File: src/rtl/mips_fetch_unit_pkg.sv
// mips_fetch_unit_pkg: shared encodings and defaults for the multicycle MIPS fetch unit
package mips_fetch_unit_pkg;
  localparam int MFU_N = 32;
  localparam logic [31:0] MFU_RESET_PC = 32'h0;
  localparam int unsigned MFU_TIMEOUT = 255;
  typedef enum logic {IDLE, BUSY} hs_state_t;
  typedef enum logic [1:0] {ACC_FETCH, ACC_LOAD, ACC_STORE} acc_t;
  localparam logic [1:0] PCSRC_ALU    = 2'b00;
  localparam logic [1:0] PCSRC_ALUOUT = 2'b01;
  localparam logic [1:0] PCSRC_JUMP   = 2'b10;
  localparam logic [1:0] PCSRC_HOLD   = 2'b11;
  function automatic acc_t acc_sel(input logic store, input logic load);
    return store ? ACC_STORE : load ? ACC_LOAD : ACC_FETCH;
  endfunction
endpackage

File: src/rtl/mips_fetch_unit_if.sv
// mips_fetch_unit_if: valid/ready bus between the fetch unit and the unified memory
interface mips_fetch_unit_if #(parameter int N = 32) ();
  logic         mem_req;
  logic         mem_we;
  logic [N-1:0] mem_addr;
  logic [N-1:0] mem_wdata;
  logic         mem_ready;
  logic [N-1:0] mem_rdata;
  modport master (output mem_req, mem_we, mem_addr, mem_wdata, input mem_ready, mem_rdata);
  modport slave (input mem_req, mem_we, mem_addr, mem_wdata, output mem_ready, mem_rdata);
endinterface

File: src/rtl/mips_fetch_unit_mem_handshake_fsm.sv
// mem_handshake_fsm: IDLE/BUSY memory handshake with latched request, timeout counter and sticky error
module mem_handshake_fsm import mips_fetch_unit_pkg::*; #(
  parameter int N = MFU_N,
  parameter int unsigned TIMEOUT = MFU_TIMEOUT
) (
  input  logic              clk,
  input  logic              rst,
  input  logic              fetch_i,
  input  logic              load_i,
  input  logic              store_i,
  input  logic [N-1:0]      addr_i,
  input  logic [N-1:0]      wdata_i,
  mips_fetch_unit_if.master mem,
  output logic              start_o,
  output logic              done_o,
  output logic              stall_o,
  output logic              err_o,
  output acc_t              acc_o
);
  hs_state_t state_q, state_d;
  acc_t acc_q;
  logic [7:0] cnt_q, cnt_inc;
  logic req_q, we_q, err_q, busy, tout;
  logic [N-1:0] addr_q, wdata_q;
  always_comb begin
    busy = state_q == BUSY;
    start_o = !busy && (fetch_i || load_i || store_i);
    done_o = busy && mem.mem_ready;
    cnt_inc = cnt_q + 8'd1;
    tout = busy && !mem.mem_ready && cnt_inc == 8'(TIMEOUT);
    state_d = start_o ? BUSY : (done_o || tout) ? IDLE : state_q;
    stall_o = start_o || busy;
  end
  always_ff @(posedge clk or posedge rst)
    if (rst) begin
      state_q <= IDLE;
      req_q <= 1'b0;
      we_q <= 1'b0;
      err_q <= 1'b0;
      cnt_q <= '0;
      acc_q <= ACC_FETCH;
      addr_q <= '0;
      wdata_q <= '0;
    end else begin
      state_q <= state_d;
      req_q <= state_d == BUSY;
      cnt_q <= start_o ? 8'd0 : busy ? cnt_inc : cnt_q;
      err_q <= err_q || tout;
      if (start_o) begin
        acc_q <= acc_sel(store_i, load_i);
        we_q <= store_i;
        addr_q <= addr_i;
        wdata_q <= wdata_i;
      end
    end
  assign mem.mem_req = req_q;
  assign mem.mem_we = we_q;
  assign mem.mem_addr = addr_q;
  assign mem.mem_wdata = wdata_q;
  assign err_o = err_q;
  assign acc_o = acc_q;
endmodule

File: src/rtl/mips_fetch_unit.sv
// mips_fetch_unit: PC/IR/MDR registers, next-PC select and IR field decode for the multicycle MIPS core.
// Define INSTR_COUNT_EN to add the instr_count output counting completed fetches.
module mips_fetch_unit import mips_fetch_unit_pkg::*; #(
  parameter int N = MFU_N,
  parameter logic [N-1:0] RESET_PC = N'(MFU_RESET_PC),
  parameter int unsigned TIMEOUT = MFU_TIMEOUT
) (
  input  logic              clk,
  input  logic              rst,
  input  logic              IRWrite,
  input  logic              IorD,
  input  logic              MemWrite,
  input  logic              MemRead,
  input  logic              PCWrite,
  input  logic              PCWriteCond,
  input  logic [1:0]        PCSource,
  input  logic [N-1:0]      alu_result,
  input  logic [N-1:0]      alu_out,
  input  logic              alu_zero,
  input  logic [N-1:0]      reg_b,
  mips_fetch_unit_if.master mem,
  output logic              stall,
  output logic              mem_err,
  output logic [N-1:0]      pc,
  output logic [N-1:0]      ir,
  output logic [N-1:0]      mdr,
  output logic [5:0]        Op_code,
  output logic [5:0]        Funct,
  output logic [4:0]        rs,
  output logic [4:0]        rt,
  output logic [4:0]        rd,
  output logic [4:0]        shamt,
  output logic [N-1:0]      imm_sext
`ifdef INSTR_COUNT_EN
  ,
  output logic [31:0]       instr_count
`endif
);
  logic [N-1:0] pc_q, pc_d, ir_q, ir_d, mdr_q, mdr_d, pend_pc_q, next_pc, jump;
  logic pend_en_q, en, start, done;
  acc_t acc;
  mem_handshake_fsm #(.N(N), .TIMEOUT(TIMEOUT)) u_hs (
    .clk(clk),
    .rst(rst),
    .fetch_i(IRWrite),
    .load_i(MemRead),
    .store_i(MemWrite),
    .addr_i((IorD || MemRead || MemWrite) ? alu_out : pc_q),
    .wdata_i(reg_b),
    .mem(mem),
    .start_o(start),
    .done_o(done),
    .stall_o(stall),
    .err_o(mem_err),
    .acc_o(acc)
  );
  // a PC update requested alongside an access waits for that access to complete
  always_comb begin
    jump = {pc_q[N-1:28], ir_q[25:0], 2'b00};
    en = (PCWrite || (PCWriteCond && alu_zero)) && PCSource != PCSRC_HOLD;
    next_pc = PCSource == PCSRC_ALU ? alu_result :
              PCSource == PCSRC_ALUOUT ? alu_out :
              PCSource == PCSRC_JUMP ? jump : pc_q;
    pc_d = (done && pend_en_q) ? pend_pc_q : (!stall && en) ? next_pc : pc_q;
    ir_d = (done && acc == ACC_FETCH) ? mem.mem_rdata : ir_q;
    mdr_d = (done && acc == ACC_LOAD) ? mem.mem_rdata : mdr_q;
  end
  always_ff @(posedge clk or posedge rst)
    if (rst) begin
      pc_q <= RESET_PC;
      ir_q <= '0;
      mdr_q <= '0;
      pend_pc_q <= '0;
      pend_en_q <= 1'b0;
    end else begin
      pc_q <= pc_d;
      ir_q <= ir_d;
      mdr_q <= mdr_d;
      if (start) begin
        pend_pc_q <= next_pc;
        pend_en_q <= en;
      end
    end
`ifdef INSTR_COUNT_EN
  logic [31:0] icnt_q;
  always_ff @(posedge clk or posedge rst)
    if (rst) icnt_q <= '0;
    else icnt_q <= icnt_q + 32'(done && acc == ACC_FETCH);
  assign instr_count = icnt_q;
`endif
  assign pc = pc_q;
  assign ir = ir_q;
  assign mdr = mdr_q;
  assign Op_code = ir_q[31:26];
  assign rs = ir_q[25:21];
  assign rt = ir_q[20:16];
  assign rd = ir_q[15:11];
  assign shamt = ir_q[10:6];
  assign Funct = ir_q[5:0];
  assign imm_sext = {{(N-16){ir_q[15]}}, ir_q[15:0]};
endmodule
File: src/flat_wrapper.sv
// flat-port wrapper written by rule: the top's interface ports become plain ports
module mips_fetch_unit_flat import mips_fetch_unit_pkg::*;
#(
  parameter int N = MFU_N,
  parameter logic [N-1:0] RESET_PC = N'(MFU_RESET_PC),
  parameter int unsigned TIMEOUT = MFU_TIMEOUT
)
  (clk, rst, IRWrite, IorD, MemWrite, MemRead, PCWrite, PCWriteCond, PCSource, alu_result, alu_out, alu_zero, reg_b, stall, mem_err, pc, ir, mdr, Op_code, Funct, rs, rt, rd, shamt, imm_sext, mem_mem_req, mem_mem_we, mem_mem_addr, mem_mem_wdata, mem_mem_ready, mem_mem_rdata);
  mips_fetch_unit_if #(.N(N)) mem_i ();
  input  logic clk;
  input  logic rst;
  input  logic IRWrite;
  input  logic IorD;
  input  logic MemWrite;
  input  logic MemRead;
  input  logic PCWrite;
  input  logic PCWriteCond;
  input  logic [1:0] PCSource;
  input  logic [N-1:0] alu_result;
  input  logic [N-1:0] alu_out;
  input  logic alu_zero;
  input  logic [N-1:0] reg_b;
  output logic stall;
  output logic mem_err;
  output logic [N-1:0] pc;
  output logic [N-1:0] ir;
  output logic [N-1:0] mdr;
  output logic [5:0] Op_code;
  output logic [5:0] Funct;
  output logic [4:0] rs;
  output logic [4:0] rt;
  output logic [4:0] rd;
  output logic [4:0] shamt;
  output logic [N-1:0] imm_sext;
  output wire logic [$bits(mem_i.mem_req)-1:0] mem_mem_req;
  output wire logic [$bits(mem_i.mem_we)-1:0] mem_mem_we;
  output wire logic [$bits(mem_i.mem_addr)-1:0] mem_mem_addr;
  output wire logic [$bits(mem_i.mem_wdata)-1:0] mem_mem_wdata;
  input wire logic [$bits(mem_i.mem_ready)-1:0] mem_mem_ready;
  input wire logic [$bits(mem_i.mem_rdata)-1:0] mem_mem_rdata;
  assign mem_mem_req = mem_i.mem_req;
  assign mem_mem_we = mem_i.mem_we;
  assign mem_mem_addr = mem_i.mem_addr;
  assign mem_mem_wdata = mem_i.mem_wdata;
  assign mem_i.mem_ready = mem_mem_ready;
  assign mem_i.mem_rdata = mem_mem_rdata;
  mips_fetch_unit #(.N(N), .RESET_PC(RESET_PC), .TIMEOUT(TIMEOUT)) u_core (.clk(clk), .rst(rst), .IRWrite(IRWrite), .IorD(IorD), .MemWrite(MemWrite), .MemRead(MemRead), .PCWrite(PCWrite), .PCWriteCond(PCWriteCond), .PCSource(PCSource), .alu_result(alu_result), .alu_out(alu_out), .alu_zero(alu_zero), .reg_b(reg_b), .mem(mem_i), .stall(stall), .mem_err(mem_err), .pc(pc), .ir(ir), .mdr(mdr), .Op_code(Op_code), .Funct(Funct), .rs(rs), .rt(rt), .rd(rd), .shamt(shamt), .imm_sext(imm_sext));
endmodule
File: config.mk
export PLATFORM = sky130hd
export DESIGN_NAME = mips_fetch_unit_flat
export DESIGN_NICKNAME = d
export VERILOG_FILES = /design/src/rtl/mips_fetch_unit_pkg.sv /design/src/rtl/mips_fetch_unit_if.sv /design/src/rtl/mips_fetch_unit_mem_handshake_fsm.sv /design/src/rtl/mips_fetch_unit.sv /design/src/flat_wrapper.sv
export SDC_FILE = /design/constraint.sdc
export NUM_CORES = 1
export LEC_CHECK = 0
export ABC_AREA = 1
export CORE_MARGIN = 5
export CORE_UTILIZATION = 45
export DETAILED_ROUTE_END_ITERATION = 8
export GPL_TIMING_DRIVEN = 0
export HOLD_SLACK_MARGIN = 0.12
export PLACE_DENSITY_LB_ADDON = 0.12
export SLEW_MARGIN = 20
export SYNTH_ARGS = -nofsm -noshare
export SYNTH_HDL_FRONTEND = slang
export SYNTH_SLANG_ARGS = --single-unit
File: constraint.sdc
create_clock -name clk -period 9.25 [get_ports clk]
set_input_delay 2.3125 -clock clk [delete_from_list [all_inputs] [get_ports clk]]
set_output_delay 2.3125 -clock clk [all_outputs]
set_load 0.1 [all_outputs]
* Word level (Yosys, flattened, before mapping)
Index checks and enable logic that the tools add are counted.
** Storage, ports and cells
- Register bits :: 206
- Output and inout port bits :: 228
- Logic and storage cells :: 56
** Operators by class
- Add/sub/neg operators :: 1
- Eq/ne operators :: 5
- Multiplexer cells :: 12
- Reduce and logical (&&, ||, !) cells :: 26
** Operator list (count)
- $mux 32 :: 5
- $mux 28 :: 1
- $mux 8 :: 2
- $logic_and 1x1->1 :: 10
- $add 8x1->8 const B :: 1
- $eq 8x8->1 const B :: 1
- $logic_or 1x1->1 :: 8
- $reduce_bool 2->1 :: 3
- $eq 2x1->1 const B :: 2
- $logic_not 2->1 :: 2
- $logic_not 1->1 :: 3
- $mux 1 :: 3
- $eq 2x2->1 const B :: 1
- $mux 2 :: 1
- $ne 2x2->1 const B :: 1

* Logic depth before layout (Yosys ltp)
- Word-level depth :: 8
- Gate-level depth with buffers :: 11
- Depth with buffers taken out :: 9

* Cells and area by module
A second synthesis with hierarchy kept.
** Second synthesis, totals
- Cell total of the unflattened synthesis :: 1362
- Area, all modules :: 10229.8 µm²
** Modules (own cells, without submodules)
- mips_fetch_unit :: times used 1, cells each 1002, area an instance 7133.1 µm²
- mem_handshake_fsm :: times used 1, cells each 360, area an instance 3096.7 µm²

* Worst setup path before layout
Ideal clock, no wire load.
- Path kind :: input -> output
- From :: input MemRead
- To :: output stall
- Arrival time :: 3027 ps
- Slack :: 3911 ps
- Stages on the path :: 2
- Path buffers :: 0
- Cell sequence :: nor2_1 -> nand3_2
** Between the ends
- Cells in the longest elaborated chain, start to end :: 4
** RTL lines
- from (decl) :: RTL line flat_wrapper.sv:15 : input logic MemRead;
- $logic_or 1x1->1 (2 in a row) :: RTL line mips_fetch_unit_mem_handshake_fsm.sv:27 : start_o = !busy && (fetch_i || load_i || store_i);
- $logic_and 1x1->1 :: RTL line mips_fetch_unit_mem_handshake_fsm.sv:27
- $logic_or 1x1->1 :: RTL line mips_fetch_unit_mem_handshake_fsm.sv:32 : stall_o = start_o || busy;
- to (decl) :: RTL line flat_wrapper.sv:23 : output logic stall;
Every way passes these cells.

* Final worst setup path
Ends and elaborated chain as after synthesis.

==> results.cfg <==
[worst_setup_path]
path_cells = clkdlybuf4s50_1 -> nor2_1 -> nand3_2 -> clkdlybuf4s50_1
critical_path_class = input port to primary output
cell_mode_on_critical_path = clkdlybuf4s50_1
data_arrival_time_of_the_worst_path_ns = 4.34
cpMaxStageDelayCell = clkdlybuf4s50_1
critical_path_peak_fanout = 9
cp.required_ns = 6.94
crit_path_end_kind = primary output
critPathLaunchType = input port
timing.critical_path.slowest_cell_delay_ns = 1.07

[route]
drc = 0
routed-via-count = 9716
detail_route.wirelength_um = 34170
drt_first_pass_iters = 5
viasPerCell = 5.176
antenna_violating_nets_post_route = 0
drt_iter0_drc = 694
route.detailed.wl_per_inst_um = 18.21

[die]
die_h_um = 156.8
die_area_um2 = 24590
chipWidth_um = 156.8
rows = 53
core_area_um2 = 21150
floorplan.io_pins = 368
floorplan.initialDensity_pct = 45.84

[status]
outcome = finished clean

[yosys]
synth.avg_cell_area_um2 = 8.136
synth.area.top_cells = dfrtp_1 (53%), nand2_1 (16%), buf_4 (5.1%)
syn_inst = 1192
ys.warnings.count = 0
synth_largest_area_cell = dfrtp_1
yosys.area.top_type_share_pct = 52.90
synth_seq_cells = 205
post_synth_instance_area_um2 = 9698
synthesis.nets = 1334
yosys.cell_types.count = 27
seq_area_frac_synth_pct = 52.90

[cells_and_area]
final_common_cell = nand2_1
mostFrequentLayoutCells = nand2_1 (418), clkdlybuf4s50_1 (366), dfrtp_1 (205)
flow.area_growth_from_synthesis_pct = 50.60
final_net_count = 1727
layout_cells_sized_above_1_pct = 9.744

[timing]
final_max_slew_viol_count = 0
finalHoldViolCount = 0
final_critical_path_setup_slack_ns = 2.598
achievable-frequency_ghz = 0.1503
fin_worst_skew_ns = 0.01584
timing.slew.headroom_pct = 25.93
min_period_ns = 6.652
setup_viol_count_final = 0
worst-slew-pin-transition_ns = 1.108
grt_setup_unrepaired = false
layout_worst_path_cycle_share_pct = 71.92

[cts]
cts_resized = 0
ctsLongestPathBuffers = 3
cts-htree-levels = 1
clock_insertion_delay_worst_skew_ns = 0.51
cts_tree = done
postCtsHoldBufs = 0
clk_root_buffer_cell = clkbuf_16
postCtsSetupBuffers = 0
post_cts_clock_slew_at_the_launch_and_capture_registers_of_the_worst_setup_and_hold_paths_ns = 0.06
clock_sinks = 205
cts-buffers-inserted = 23

[placement]
dpl.hpwl_um = 25420
placement.io_buffers = 366
gp_congestion = 0.9362
detailedPlace.worstSlack_ns = 2.602

[global_routing]
grt_max_degree = 100
antenna_found_initial = 2
global_route_wire_length_before_repair_um = 53150
grt_pass1_vias = 9769
grt_overflow = 0
grt_usage_pct = 27.17

[job]
cap_viol_max_count = 0

[hold_path]
class_of_the_worst_hold_path = flip-flop to flip-flop
[final timing paths]
path,start,end,slack [ns],cells after the start
worst max-delay path,MemRead,stall,2.60,4
worst min-delay path,u_core.u_hs.mem.mem_wdata[12],u_core.u_hs.mem.mem_wdata[12],0.48,2
worst max register to register,u_core.u_hs.mem.mem_req,u_core.pend_pc_q[2],7.33,7
worst min register to register,u_core.u_hs.mem.mem_wdata[12],u_core.u_hs.mem.mem_wdata[12],0.48,2
max in group asynchronous,rst,u_core.mdr[14],6.24,3
min in group asynchronous,rst,u_core.u_hs.mem.mem_wdata[25],2.19,2
[stage by stage]
step	utilization, %	cell area, um^2	setup TNS (ns)	instances	hold WS [ns]
after floorplan	-	9698	0	1192	0.4492
after detailed placement	65.09	13770	0	1835	0.4645
after global placement	64.79	13710	-322.19	1833	0.4613
after global routing	69.03	14600	0	1876	0.4991
final	69.04	14610	0	1877	0.4797
after CTS	69.03	14600	0	1876	0.4827
[critical path, delay by kind of cell]
family,cells,cell delay [ns]
buffers and inverters,2,1.49
and+or+nand+nor,2,0.53
[flip-flops by register name, summed over array words and instances, names as in the netlist]
register,cells
u_core.ir,32
u_core.mdr,32
u_core.pc,32
u_core.pend_pc_q,32
u_core.u_hs.mem.mem_addr,32
u_core.u_hs.mem.mem_wdata,32
u_core.u_hs.cnt_q,8
u_core.pend_en_q,1
u_core.u_hs.acc_o,1
u_core.u_hs.err_o,1
u_core.u_hs.mem.mem_req,1
u_core.u_hs.mem.mem_we,1
[metal layers]
metal / wire length [um] / part of all wire [%] / vias up / global-route usage, %
li1: - / - / 4585 / -
met1: 13660 / 40 / 4604 / 35.74
met2: 16360 / 48 / 465 / 44.85
met3: 3325 / 9.7 / 58 / 6.831
met4: 803 / 2.3 / 4 / 7.686
met5: 21 / 0.061 / - / 0
[synthesized netlist by cell type (all sizes together)]
master and count:
buf 103, ha 2, a21oi 71, nor2 77
o21ai 77, nand3b 3, o22ai 7, a31oi 23
dfrtp 205, nand4 2, nand2 419, xor2 2
inv 55, o21bai 1, clkbuf 29, a22o 1
a22oi 2, o211ai 21, nand3 92
[kinds of logic after synthesis]
| family | after synthesis | share of synthesized area, % |
|---|---|---|
| AO/OA/AOI/OAI | 203 | 11.68 |
| flip-flops | 205 | 52.90 |
| AND/OR/NAND/NOR | 593 | 24.54 |
| XOR/XNOR | 2 | 0.1807 |
| buffers and inverters | 187 | 10.45 |
| adder cells (fa/ha/maj) | 2 | 0.2580 |
[layout make-up]
type | count | area [um^2]
Fill cell | 1742 | 6549
Sequential cell | 205 | 5130
Timing Repair Buffer | 368 | 3719
Multi-Input combinational cell | 800 | 3555
Buffer | 132 | 807.0
Clock buffer | 32 | 639.4
Tap cell | 275 | 344.1
Inverter | 55 | 214.0
Clock inverter | 9 | 195.2
Antenna cell | 1 | 2.502
Power is not shown: default switching activity piles up to over one toggle a cycle in this logic, so the estimate is an artifact.
